===== src/rtl/mon_pro_seq.sv =====
// rtl/mon_pro_seq.sv - word-serial CIOS Montgomery product sequencer
// Issues one x*y+z+c per cycle to an external 64-bit multiply-add unit.
module mon_pro_seq #(
  parameter int NWORDS = 4,
  parameter int IDXW   = 2
) (
  input  logic            clk,
  input  logic            rst,
  input  logic            ld_en,
  input  logic [1:0]      ld_sel,
  input  logic [IDXW-1:0] ld_idx,
  input  logic [63:0]     ld_data,
  input  logic [63:0]     n0_inv,
  input  logic            start,
  output logic            busy,
  output logic [63:0]     ma_x,
  output logic [63:0]     ma_y,
  output logic [63:0]     ma_z,
  output logic [63:0]     ma_last_c,
  input  logic [63:0]     ma_s,
  input  logic [63:0]     ma_c,
  output logic            res_valid,
  input  logic            res_ready,
  output logic [63:0]     res_data,
  output logic            res_last
);
  localparam int DEPTH = 1 << IDXW;
  localparam logic [IDXW-1:0] LAST = IDXW'(NWORDS - 1);
  localparam logic [IDXW-1:0] ONE  = IDXW'(1);

  typedef enum logic [2:0] {
    S_IDLE, S_MUL, S_MTOP, S_MCALC, S_RED, S_RTOP, S_SUB, S_OUT
  } state_t;

  state_t state, state_nx;

  logic [63:0] a_mem [DEPTH];
  logic [63:0] b_mem [DEPTH];
  logic [63:0] n_mem [DEPTH];
  logic [63:0] t_mem [DEPTH];
  logic [63:0] d_mem [DEPTH];
  // t_top is T[NWORDS], t_ovf is T[NWORDS+1]
  logic [63:0] t_top, t_ovf, c_reg, m_reg;
  logic        borrow, sel_d;
  logic [IDXW-1:0] i_cnt, j_cnt;
  logic        j_last, i_last, j_first;
  logic [64:0] sub_res;

  assign j_last  = (j_cnt == LAST);
  assign i_last  = (i_cnt == LAST);
  assign j_first = (j_cnt == '0);
  assign sub_res = {1'b0, t_mem[j_cnt]} - {1'b0, n_mem[j_cnt]} - {64'd0, borrow};

  always_comb begin
    state_nx  = state;
    ma_x      = '0;
    ma_y      = '0;
    ma_z      = '0;
    ma_last_c = '0;
    case (state)
      S_IDLE:  if (start) state_nx = S_MUL;
      S_MUL: begin
        ma_x      = a_mem[j_cnt];
        ma_y      = b_mem[i_cnt];
        ma_z      = t_mem[j_cnt];
        ma_last_c = j_first ? '0 : c_reg;
        if (j_last) state_nx = S_MTOP;
      end
      S_MTOP: begin
        ma_z      = t_top;
        ma_last_c = c_reg;
        state_nx  = S_MCALC;
      end
      S_MCALC: begin
        ma_x     = t_mem[0];
        ma_y     = n0_inv;
        state_nx = S_RED;
      end
      S_RED: begin
        ma_x      = m_reg;
        ma_y      = n_mem[j_cnt];
        ma_z      = t_mem[j_cnt];
        ma_last_c = j_first ? '0 : c_reg;
        if (j_last) state_nx = S_RTOP;
      end
      S_RTOP: begin
        ma_z      = t_top;
        ma_last_c = c_reg;
        state_nx  = i_last ? S_SUB : S_MUL;
      end
      S_SUB:   if (j_last) state_nx = S_OUT;
      S_OUT:   if (res_ready && j_last) state_nx = S_IDLE;
      default: state_nx = S_IDLE;
    endcase
  end

  assign busy      = (state != S_IDLE);
  assign res_valid = (state == S_OUT);
  assign res_data  = res_valid ? (sel_d ? d_mem[j_cnt] : t_mem[j_cnt]) : '0;
  assign res_last  = res_valid && j_last;

  always_ff @(posedge clk or posedge rst) begin
    if (rst) begin
      state <= S_IDLE;
      for (int k = 0; k < DEPTH; k++) begin
        a_mem[k] <= '0;
        b_mem[k] <= '0;
        n_mem[k] <= '0;
        t_mem[k] <= '0;
        d_mem[k] <= '0;
      end
      t_top  <= '0;
      t_ovf  <= '0;
      c_reg  <= '0;
      m_reg  <= '0;
      borrow <= 1'b0;
      sel_d  <= 1'b0;
      i_cnt  <= '0;
      j_cnt  <= '0;
    end else begin
      state <= state_nx;
      case (state)
        S_IDLE: begin
          if (ld_en) begin
            case (ld_sel)
              2'd0:    a_mem[ld_idx] <= ld_data;
              2'd1:    b_mem[ld_idx] <= ld_data;
              2'd2:    n_mem[ld_idx] <= ld_data;
              default: ;
            endcase
          end
          if (start) begin
            for (int k = 0; k < DEPTH; k++) t_mem[k] <= '0;
            t_top <= '0;
            t_ovf <= '0;
            c_reg <= '0;
            i_cnt <= '0;
            j_cnt <= '0;
          end
        end
        S_MUL: begin
          t_mem[j_cnt] <= ma_s;
          c_reg        <= ma_c;
          j_cnt        <= j_last ? '0 : j_cnt + ONE;
        end
        S_MTOP: begin
          t_top <= ma_s;
          t_ovf <= ma_c;
        end
        S_MCALC: m_reg <= ma_s;
        S_RED: begin
          // The low word at j=0 is zero by choice of m and is dropped (the shift).
          c_reg <= ma_c;
          if (!j_first) t_mem[j_cnt - ONE] <= ma_s;
          j_cnt <= j_last ? '0 : j_cnt + ONE;
        end
        S_RTOP: begin
          t_mem[LAST] <= ma_s;
          t_top       <= t_ovf + ma_c;
          borrow      <= 1'b0;
          i_cnt       <= i_last ? '0 : i_cnt + ONE;
        end
        S_SUB: begin
          d_mem[j_cnt] <= sub_res[63:0];
          borrow       <= sub_res[64];
          if (j_last) sel_d <= (t_top != '0) || !sub_res[64];
          j_cnt <= j_last ? '0 : j_cnt + ONE;
        end
        S_OUT: begin
          if (res_ready) j_cnt <= j_last ? '0 : j_cnt + ONE;
        end
        default: ;
      endcase
    end
  end
endmodule


===== config.mk =====
export PLATFORM = sky130hd
export DESIGN_NAME = mon_pro_seq
export DESIGN_NICKNAME = d
export VERILOG_FILES = /design/src/rtl/mon_pro_seq.sv
export SDC_FILE = /design/constraint.sdc
export NUM_CORES = 2
export LEC_CHECK = 0
export CORE_UTILIZATION = 50
export DETAILED_ROUTE_END_ITERATION = 10
export PLACE_DENSITY_LB_ADDON = 0.1
export SYNTH_ARGS = -nofsm -noshare
export SYNTH_HDL_FRONTEND = slang
export SYNTH_SLANG_ARGS = --single-unit

===== constraint.sdc =====
create_clock -name clk -period 79.1 [get_ports clk]
set_input_delay 19.775 -clock clk [delete_from_list [all_inputs] [get_ports clk]]
set_output_delay 19.775 -clock clk [all_outputs]
set_load 0.03 [all_outputs]

# == Word-level counts from Yosys, hierarchy flattened ==
# Index checks and enable logic that the tools add are counted.
# totals
word_cells,155
inputBits,265
ff_bits,1545
out_inout_bits,323
# classes
n_addsub,6
mux,56
n_bitwise,4
n_reduce_logical,35
order_cmp,7
n_eq_ne,18
# op_table
op,count
$bwmux 256,6
$mux 64,17
$bmux 64 s2,5
$pmux 192 s3,1
$pmux 64 s3,3
$mux 256,2
$pmux 64 s2,4
$demux 64 s2,3
$pmux 64 s4,1
$sub 64x64->65,1
$sub 65x1->65,1
$add 64x64->64,1
$reduce_bool 64->1,1
$pmux 3 s8,1
$mux 3,6
$reduce_and 3->1,6
$eq 3x3->1 const B,4
$ge 3x3->1 const B,4
$not 2->3,4
$reduce_bool 3->1,4
$ne 2x2->1 const B,5
$reduce_and 2->1,5
$lt 3x1->1 const B,3
$mux 2,4
20 further kinds,34

# == Logic depth before layout (Yosys ltp) ==
# logic_depth
ltp_word,9
depth_mapped,20
depth_no_buf,15

# == Worst setup path before layout ==
# Ideal clock, no wire load.
# synth_path
path_type,input to output
start,input port n0_inv[14]
end,output port ma_y[14]
path_buffers,0
path_slack_ns,38.798
arrival_ns,20.527
cell_stages,2
path_cell_list,mux2i_1 -> o21ai_0
# synth_via
elab_chain_cells,1
# synth_rtl
element,line,source
start: declaration,13,"input logic [63:0] n0_inv,"
$pmux 64 s3,60,case (state)
end: declaration,17,"output logic [63:0] ma_y,"
# Every way passes these cells.

# == Worst setup path after layout ==
# layout_path
start,input port n0_inv[10]
end,output port ma_y[10]
# The elaborated chain is that of the path after synthesis.

==> run summary <==
For this run, the share of the core covered by cells in the final layout is 58.9%. The run gives 588 as the number of top-level pins. Average wire per cell in the routed design: 28.2 um. The count of buffers added on input and output ports is 587. The clock-pin slew on the worst setup and hold paths works out to 0.06 ns. The type of the most critical hold path is flop to flop. The pin slew with the least headroom to its limit works out to 1.17 ns. The tree is rooted in a clkbuf_16. Dividing the detail-routed via count by the number of cells gives 6.28.

The congestion estimate from routability-driven global placement came to 0.942. Synthesis produced 6,467 cells. Including well taps, the total number of placed cells is 8,648. The tools report the via count of the first global-routing pass as 55,900. For this run, design rule violations remaining after detail routing come to 0. CTS saw 1,545 sinks.

The HPWL after detailed placement is 178,000 um. The total area inside the core boundary comes to 0.155 mm^2. After the last flow step, the layout net total stands at 7,231.

For this run, the slowest stage of the critical path takes 0.71 ns. Post-route cell area: 0.0910 mm^2. Subtracting the final worst setup slack from the clock period gives 41.05 ns. After clock tree synthesis, the repair step resized 0 gates. The clock latency at the later pin of the worst-skew pair was 0.82 ns; the die extent in y was 397 um. Between clock sinks in the finished design, the worst skew comes to 0.0289 ns. For the pin count of the biggest net entering global routing, the log shows 151. The H-tree generated during clock tree synthesis spans 4 levels. The power per standard cell area is 50.6 mW/mm^2, and the number of buffers on the longest clock path is 3. Cell type of the slowest stage on the worst timing path: clkdlybuf4s50_1. By area the synthesized netlist is led by dfrtp_1 49%, mux2_2 12%, mux4_2 9.2%.

Final non-filler cell total: 8,955. STA puts the critical path data arrival time at 21.28 ns. The worst pin sits at a relative slew slack of 22.1%. Count of nets left with antenna violations after detail routing: 0.

After global routing the overflow that remains totals 0. The analysis attributes to cell leakage a power of 0.0421 uW. The run gives 0 as the count of hold-fix buffers inserted at cts.

For the total placed instance area, the log shows 0.0855 mm^2. For this block, the routed nets add up to 253,000 um of wire. Summing every instance area after synthesis gives 0.0782 mm^2. The synthesized design devotes to its leading area cell type 49.5% of total area. Dividing the synthesized area by the synthesized cell count gives 12.1 um^2. The largest vdd supply drop was 0.0411 mV. The detailed router finished its first iteration with 4,966 violations.

For the required time of the critical path, the log shows 59.32 ns. The most frequently used flop master after synthesis is dfrtp_1. TritonCTS built the clock tree. The final critical-path share of the clock period works out to 51.9%. For this run, the number of Yosys warnings is 0.

The logs give 56,300 for the overall via count from detail_route and 0 for the number of failing hold endpoints at the final stage. Setup repair after global routing left no endpoint under its margin. The setup TNS is 0 ns. The number of nets produced by synthesis was 6,927; the number of distinct standard cells referenced by the synthesized netlist was 73.

Row generation in the floorplan step produced 144 rows. Max-cap violations in this run came to 0. Of all cell types, the one taking the most synthesized area is dfrtp_1.

In this run, synthesis inferred 0 flip-flops with an integrated enable. Setup violations remaining at the end of the flow were counted as 0. Maximum fanout along the worst path: 1. For this run, asynchronously set or reset flops after synthesis account for 100%. The run finished with clean final reports. The run gives 24.4 MHz as the peak clock frequency supported by timing. In this design, the critical path's most frequently occurring cell is clkdlybuf4s50_1. The post-synthesis sequential area ratio was 49.5%; the first-pass iteration count of the detailed router was 6. Post-CTS timing repair inserted 0 buffers for setup.

The setup path with the least slack is of type input port to output pin. Number of filler instances in the final layout: 12,700. Traced cell by cell, the critical path runs through clkdlybuf4s50_1 -> mux2i_1 -> o21ai_0 -> clkdlybuf4s50_1. The die covers 0.158 mm^2.

The run gives 50.6% as the initial core utilization. The run gives 18 as the initial antenna violation count. STA classifies the critical path endpoint as an output pin. Of the cells placed in the final design, the portion with a size suffix greater than 1 is 22.5%. Clock tree synthesis inserted a total of 165 buffers.

The area added between synthesis and finish is 16.4%, and the width of the die is 397 um. The synthesized design contains 1,545 register bits. The first global-routing pass estimated 377,000 um of wire. The number of max-slew violations in the final report was 0; the global-route usage over all layers was 32.1%. Startpoint type of the worst setup path: an input port.
per-layer routing:
metal  up-vias  wire (um)  global-route usage (%)
met5         -         17                       0
met4         4       8120                    10.5
met3       358      18300                    5.68
met2      2033     113000                    47.6
met1     29600     114000                    47.7
li1      24300          -                       -
metrics by stage:
stage          total power [uW]  setup slack (ns)  hold slack, ns
2_1_floorplan              2940             15.74           0.440
3_3_place_gp               3750             38.08           0.456
3_5_place_dp               3780             38.05           0.462
4_1_cts                    4580             38.04           0.476
5_1_grt                    4860             37.99           0.486
6_report                   4600             38.05           0.474
kinds of logic (layout without fill, tap and decap cells):
kind of cell / Yosys count / count (layout) / synth area share, %
AOI/OAI and AO/OA: 1446 / 1446 / 12.6
buffers and inverters: 763 / 1198 / 3.67
DFF: 1545 / 1545 / 49.5
xor gates and xnor gates: 116 / 116 / 1.30
muxes: 1359 / 1359 / 23.9
other: 0 / 9 / 0
and+or+nand+nor: 1043 / 1043 / 5.99
adders and majority gates: 195 / 195 / 3.15
layout by cell type (no fill, tap or decap), types with 13 or more instances in the layout:
cell             netlist  routed
a21oi_1              185     183
nor2_1               176     171
a31oi_1               15      15
buf_4                  0      79
a22o_1               447     447
a221oi_1              13      13
clkbuf_16              0     166
mux2i_1              199     199
nand4_1               51      51
ha_1                 192     192
o21ai_0              503     503
mux4_2               320     320
xnor2_1               64      64
a211oi_1              16      16
o211ai_1              15      15
nand3_1               40      40
xor2_1                52      52
nor4_1                24      23
clkdlybuf4s50_1        0     587
inv_1                233     232
nand2b_1              17      15
clkbuf_8               0      31
and2_1                82      80
nor3_1                29      27
a22oi_1               45      45
and3_1                18      17
clkbuf_1             462      44
o21bai_1              32      32
a21o_1                78      77
mux2_2               840     840
nor2b_1               21      20
clkinv_2               0      25
nand2_1              546     532
dfrtp_1             1545    1539
cell type report:
| type | count | area (um^2) | share of cell area (%) |
|---|---|---|---|
| Multi-Input combinational cell | 4159 | 36900 | 40.5 |
| Antenna cell | 9 | 22.5 | 0.0247 |
| Clock buffer | 241 | 4750 | 5.21 |
| Tap cell | 2044 | 2560 | 2.81 |
| Timing Repair Buffer | 667 | 6490 | 7.13 |
| Clock inverter | 57 | 778 | 0.855 |
| Inverter | 233 | 882 | 0.969 |
| Sequential cell | 1545 | 38700 | 42.5 |
worst max-delay path, delay by kind of cell:
kind / cells / cell delay [ns]
buf+inv: 2 / 1.18
mux: 1 / 0.08
compound gates: 1 / 0.24
Yosys cell counts, drive strengths merged, types with 16 or more instances:
cell	instances
dfrtp	1545
mux2	840
nand2	546
o21ai	505
clkbuf	462
a22o	447
mux4	320
inv	233
mux2i	199
ha	192
a21oi	185
nor2	176
and2	82
a21o	78
buf	68
xnor2	64
xor2	52
nand4	51
a22oi	45
nand3	40
o21bai	32
nor3	29
nor4	24
nor2b	21
and3	18
a211oi	17
nand2b	17
a31oi	16
final timing paths:
| kind | slack, ns | endpoint | startpoint | cells past startpoint |
|---|---|---|---|---|
| min in group asynchronous | 19.49 | a_mem[246] | rst | 2 |
| min | 0.47 | d_mem[4] | d_mem[4] | 2 |
| min reg2reg | 0.47 | d_mem[4] | d_mem[4] | 2 |
| max reg2reg | 70.61 | d_mem[57] | j_cnt[0] | 18 |
| max | 38.05 | ma_y[10] | n0_inv[10] | 4 |
| max in group asynchronous | 53.99 | b_mem[210] | rst | 8 |
where the power goes:
group,switching [uW],internal (uW)
Clock,335,458
Sequential,185,1070
Combinational,1570,984
Total,2090,2510
No activity file was read; power rests on OpenSTA's default activity.
